## src/rtl/chip_droid_pkg.sv

```systemverilog
// Shared constants for the chip_droid IO front end: sensor count, default
// debounce lengths and the sensor bit positions.
package chip_droid_pkg;

    localparam int NUM_SNS    = 4;
    localparam int DB_BTN_DEF = 1000;
    localparam int DB_SNS_DEF = 8;

    localparam int S1_IDX = 0;
    localparam int S2_IDX = 1;
    localparam int S3_IDX = 2;
    localparam int S4_IDX = 3;

endpackage

```

## src/rtl/debounce_ch.sv

```systemverilog
// One conditioned input: 2-flop synchroniser, stability counter and a
// combinational flag that is high on the cycle before clean goes 0->1.
module debounce_ch #(
    parameter int DB = 8
) (
    input  logic clk,
    input  logic rst_n,
    input  logic raw,
    output logic clean,
    output logic rise
);

    localparam int             CW   = $clog2(DB + 1);
    localparam logic [CW-1:0]  LAST = CW'(DB - 1);

    logic          sync1_reg;
    logic          sync_reg;
    logic [CW-1:0] cnt_reg;
    logic          clean_reg;

    // Asserted exactly when the next edge will move clean from 0 to 1.
    assign rise  = sync_reg & ~clean_reg & (cnt_reg == LAST);
    assign clean = clean_reg;

    always_ff @(posedge clk or negedge rst_n) begin
        if (!rst_n) begin
            sync1_reg <= 1'b0;
            sync_reg  <= 1'b0;
            cnt_reg   <= '0;
            clean_reg <= 1'b0;
        end else begin
            sync1_reg <= raw;
            sync_reg  <= sync1_reg;
            if (sync_reg == clean_reg) begin
                cnt_reg <= '0;
            end else if (cnt_reg == LAST) begin
                clean_reg <= sync_reg;
                cnt_reg   <= '0;
            end else begin
                cnt_reg <= cnt_reg + 1'b1;
            end
        end
    end

endmodule

```

## src/rtl/input_conditioner.sv

```systemverilog
// Conditions the mode button and obstacle sensors: debounced levels, a
// single-cycle press pulse and a sensor-valid flag after startup settling.
module input_conditioner
    import chip_droid_pkg::*;
#(
    parameter int DB_BTN = DB_BTN_DEF,
    parameter int DB_SNS = DB_SNS_DEF
) (
    input  logic               clk,
    input  logic               rst_n,
    input  logic               b_raw,
    input  logic [NUM_SNS-1:0] s_raw,
    output logic               b_level,
    output logic               b_pulse,
    output logic [NUM_SNS-1:0] s_clean,
    output logic               s_valid
);

    localparam int              START_MAX_I = DB_SNS + 2;
    localparam int              SCW         = $clog2(START_MAX_I + 1);
    localparam logic [SCW-1:0]  START_MAX   = SCW'(START_MAX_I);
    localparam logic [SCW-1:0]  START_LAST  = SCW'(START_MAX_I - 1);

    logic               btn_rise;
    logic [NUM_SNS-1:0] sns_rise_unused;
    logic               b_pulse_reg;
    logic               s_valid_reg;
    logic [SCW-1:0]     start_cnt_reg;

    debounce_ch #(.DB(DB_BTN)) u_btn (
        .clk   (clk),
        .rst_n (rst_n),
        .raw   (b_raw),
        .clean (b_level),
        .rise  (btn_rise)
    );

    for (genvar gi = 0; gi < NUM_SNS; gi++) begin : g_sns
        debounce_ch #(.DB(DB_SNS)) u_sns (
            .clk   (clk),
            .rst_n (rst_n),
            .raw   (s_raw[gi]),
            .clean (s_clean[gi]),
            .rise  (sns_rise_unused[gi])
        );
    end

    // Pulse is registered on the same edge that raises b_level.
    always_ff @(posedge clk or negedge rst_n) begin
        if (!rst_n) begin
            b_pulse_reg   <= 1'b0;
            s_valid_reg   <= 1'b0;
            start_cnt_reg <= '0;
        end else begin
            b_pulse_reg <= btn_rise;
            if (start_cnt_reg != START_MAX) begin
                start_cnt_reg <= start_cnt_reg + 1'b1;
            end
            if (start_cnt_reg == START_LAST) begin
                s_valid_reg <= 1'b1;
            end
        end
    end

    assign b_pulse = b_pulse_reg;
    assign s_valid = s_valid_reg;

endmodule
```

## config.mk

```make
export PLATFORM = sky130hd
export DESIGN_NAME = input_conditioner
export DESIGN_NICKNAME = d
export VERILOG_FILES = /design/src/rtl/chip_droid_pkg.sv /design/src/rtl/debounce_ch.sv /design/src/rtl/input_conditioner.sv
export SDC_FILE = /design/constraint.sdc
export NUM_CORES = 1
export LEC_CHECK = 0
export ABC_AREA = 1
export CELL_PAD_IN_SITES_DETAIL_PLACEMENT = 1
export CELL_PAD_IN_SITES_GLOBAL_PLACEMENT = 1
export CORE_MARGIN = 5
export CORE_UTILIZATION = 46
export DETAILED_ROUTE_END_ITERATION = 10
export PLACE_DENSITY = 0.82
export SETUP_SLACK_MARGIN = 0.3
export SLEW_MARGIN = 20
export SYNTH_ARGS = -nofsm -noshare
export SYNTH_HDL_FRONTEND = slang
export SYNTH_SLANG_ARGS = --single-unit
```

## constraint.sdc

```tcl
create_clock -name clk -period 1.34 [get_ports clk]
set_input_delay 0.268 -clock clk [delete_from_list [all_inputs] [get_ports clk]]
set_output_delay 0.268 -clock clk [all_outputs]
set_load 0.1 [all_outputs]
```

==> results.rst <==
.. list-table::
   :header-rows: 1

   * - Metric
     - Value
   * - Clock latency reported for the late side of the worst-skew pair
     - a little over 300 ps
   * - Highest clock frequency the design can meet
     - roughly 0.74 GHz
   * - Detailed-route wire length per cell
     - approximately 21 um
   * - Signed area change from the synthesized netlist to the final layout
     - 53.14%
   * - Number of antenna violations at the first check in global routing
     - 0
   * - Number of sinks handled by clock tree synthesis
     - 47
   * - Class of the worst hold path
     - input pin to async pin
   * - Final period demand of the worst path
     - between 1000 and 1500 ps
   * - Final core utilization
     - slightly above 70%
   * - Final estimated routing congestion in global placement
     - approximately 0.74
   * - Top cell type by total area after synthesis
     - sky130_fd_sc_hd__dfrtp_1
   * - Number of max-capacitance violations reported
     - 0
   * - Top FF cell, synth
     - sky130_fd_sc_hd__dfrtp_1
   * - Data arrival time of the critical path
     - 1530 ps
   * - Initial cell density of the core
     - around 46%
   * - Critical Path, Cell by Cell
     - inv_4 > ha_4 > nor4_1
   * - Max-slew violation count
     - 0
   * - Unrepaired setup endpoints after global routing
     - true
   * - # setup viols final
     - 1
   * - Via density
     - 5.238
   * - Post-DRT Antenna Nets
     - 0
   * - Count of final hold-check violations
     - 0
   * - Library cell used as clock root buffer
     - sky130_fd_sc_hd__clkbuf_8
   * - Number of H-tree levels
     - 2
   * - Die H
     - around 76 um
   * - TritonCTS clock tree
     - done
   * - Normalized max-slew margin
     - a little over 70%
   * - Required arrival time at the worst endpoint
     - about 1500 ps
   * - Cell Rows
     - 24
   * - Type of element launching the critical path
     - flop
   * - Via count
     - about 1500
   * - Half-perimeter wire length after placement
     - a little under 3000 um
   * - Mean post-synth cell area
     - ~11 sq um
   * - IO buf count
     - 13
   * - Post-Synthesis Net Count
     - 199
   * - Post-synthesis instance area
     - about 2000 sq um
   * - Count of distinct cell types in the synthesized netlist
     - 26
   * - Post-route setup slack
     - -15.70 ps
   * - First-pass GRT wire length
     - approximately 7700 um
   * - Sequential share of the synthesized area
     - about three fifths
   * - Pin count of the biggest net entering global routing
     - 29
   * - Remaining global-route overflow
     - 0
   * - Proportion of layout cells with a drive suffix above 1
     - ~54%
   * - Leading cell type by number of instances after synthesis
     - sky130_fd_sc_hd__dfrtp_1
   * - DIE WIDTH
     - ~76 um
   * - Number of nets in the finished design
     - 249
   * - Die Outline Area
     - ~5800 sq um
   * - Number of enable-type register cells in the synthesized netlist
     - 0
   * - CP top delay family
     - flip-flops
   * - Area share of the leading cell type in the synthesized netlist
     - about 59%
   * - Pwr/cell area
     - 1550 nW/um^2
   * - Post-CTS clock slew at the launch and capture registers of the worst setup and hold paths
     - 100 ps
   * - Core Box Area
     - between 4000 and 5000 sq um
   * - Category of the most critical setup path
     - flop to flop
   * - Cell types with the largest area share after synthesis
     - sky130_fd_sc_hd__dfrtp_1, sky130_fd_sc_hd__nor2_1, sky130_fd_sc_hd__ha_1, sky130_fd_sc_hd__inv_1, sky130_fd_sc_hd__xor2_1
   * - Ys Warns
     - 0
   * - Largest fanout of any net on the critical path
     - 5
   * - CTS max path bufs
     - 2
   * - Proportion of total power due to net switching
     - 36.34%
   * - CP bufs+invs
     - 1
   * - Combinational share of power
     - about two fifths
   * - Final-layout setup total negative slack
     - -15.70 ps
   * - Share of power burned in registers
     - about two fifths
   * - Worst vdd rail ir drop
     - about 0.0011 V
   * - Filler cell count
     - a little under 400
   * - Inserted Clock Buffers
     - 5
   * - Antenna cell count
     - 0
   * - Final hold slack
     - between 300 and 400 ps
   * - Post-route clock period utilization
     - 101.2%
   * - Violated checks
     - negative setup slack
   * - Share of total power in the clock network
     - 19.5%
   * - Master of the slowest instance on the critical path
     - sky130_fd_sc_hd__dfrtp_4
   * - Run status
     - complete, but fails checks
   * - Number of cells in the design after placement
     - approximately 250
   * - Post-Synthesis Cells
     - 183
   * - Non-filler instance count after layout
     - 286
   * - Internal power of the cells
     - 3014 uW
   * - Delay of the slowest cell on the worst path
     - roughly 520 ps
   * - Number of flip-flops under the largest register name
     - 16
   * - Top cells by count, synth
     - sky130_fd_sc_hd__dfrtp_1, sky130_fd_sc_hd__nor2_1, sky130_fd_sc_hd__inv_1
   * - Critical Path Sink Type
     - flop
   * - Slew @ Worst Pin
     - slightly above 400 ps
   * - Power spent charging and discharging nets
     - between 1500 and 2000 uW
   * - Via count of the first global-routing pass
     - about 1600
   * - Number of optimization iterations in the first detailed-route pass
     - 4
   * - I/O pin count
     - 14
   * - # DRC
     - 0
   * - Total global-route track usage
     - a little under a fifth
   * - Violation count after the first detailed-route iteration
     - 61
   * - DRT Wirelength
     - roughly 6100 um
   * - Worst clock skew
     - around 9.7 ps
   * - P_leak
     - 0.001381 uW
   * - Async set-reset flop share out of synthesis
     - 100.0%
   * - Flip-flop and latch count after synthesis
     - 47
area by class of cell:
type | count | area [sq um] | share of cell area [%]
flip-flops and latches | 47 | 1187 | 38.88
repair buffers | 47 | 499.2 | 16.35
well taps | 52 | 65.06 | 2.130
clock buffers | 7 | 86.33 | 2.827
inverters | 18 | 75.07 | 2.458
multi-input cells | 114 | 1136 | 37.20
clock inverters | 1 | 5.005 | 0.1639
worst paths after layout:
check                                              startpoint                                   to  slack, ps  cells after the start
max in group asynchronous                               rst_n           u_btn.cnt_reg[6]$_DFF_PN0_        560                      3
min in group clk           g_sns[0].u_sns.sync1_reg$_DFF_PN0_    g_sns[0].u_sns.sync_reg$_DFF_PN0_        350                      0
max                                   u_btn.clean$_DFFE_PN0P_           u_btn.cnt_reg[4]$_DFF_PN0_        -20                      3
max reg2reg                           u_btn.clean$_DFFE_PN0P_           u_btn.cnt_reg[4]$_DFF_PN0_        -20                      3
min                                                     rst_n  g_sns[0].u_sns.cnt_reg[0]$_DFF_PN0_        330                      2
min reg2reg                g_sns[0].u_sns.sync1_reg$_DFF_PN0_    g_sns[0].u_sns.sync_reg$_DFF_PN0_        350                      0
placed cells by master (no fill, tap or decap), types with 6 or more instances in the layout:
cell type / Yosys / routed
sky130_fd_sc_hd__xor2_1: 7 / 6
sky130_fd_sc_hd__clkbuf_8: 0 / 6
sky130_fd_sc_hd__dfrtp_2: 0 / 6
sky130_fd_sc_hd__inv_1: 17 / 12
sky130_fd_sc_hd__buf_12: 0 / 8
sky130_fd_sc_hd__dfrtp_1: 47 / 40
sky130_fd_sc_hd__nor2_4: 2 / 7
sky130_fd_sc_hd__buf_4: 4 / 23
sky130_fd_sc_hd__ha_4: 0 / 7
sky130_fd_sc_hd__nand2_1: 12 / 7
sky130_fd_sc_hd__buf_6: 0 / 9
sky130_fd_sc_hd__nor2_1: 35 / 25
sky130_fd_sc_hd__nor2_2: 3 / 8
cell families (layout without fill, tap and decap cells):
family,after synthesis,count (layout),synth area share (%)
AOI/OAI and AO/OA,10,10,3.199
xor gates and xnor gates,13,13,5.709
adders and majority gates,9,9,5.646
DFF,47,47,58.97
buffers and inverters,22,73,4.893
and+or+nand+nor,78,78,19.32
muxes,4,4,2.258
layer usage:
metal | part of all wire [%] | vias up | global-route usage (%) | routed length [um]
met1 | 40 | 771 | 20.38 | 2434
met3 | 2.7 | 17 | 5.145 | 164
met4 | 2.9 | 0 | 9.903 | 175
met5 | 0 | - | 0 | 0
met2 | 54 | 33 | 32.32 | 3302
li1 | - | 677 | - | -
power groups by stage:
stage	clock (uW)	sequential, uW	combinational (uW)
global placement	0	1830	1090
detailed placement	0	1860	1160
floorplan	0	1780	858
global route	991	1910	2050
CTS	892	1840	1460
finish	925	1890	1920
repair_timing:
item / in CTS / in global routing
buffers inserted: 17 / 14
resized for setup: 38 / 47
setup endpoints to repair: 33 / 39
hold endpoints to repair: 6 / 0
gates cloned: 0 / 0
hold buffers: 1 / 0
pin swaps: 19 / 22
stage by stage:
stage	total power (uW)	setup WS [ps]	cell area, sq um
6_report	4734	-15.70	3054
5_1_grt	4945	-77.06	3054
4_1_cts	4190	79.48	2706
3_5_place_dp	3021	19.94	2301
3_3_place_gp	2918	123.6	2301
2_1_floorplan	2642	94.83	2043
Power figures use the tool's default switching activity.
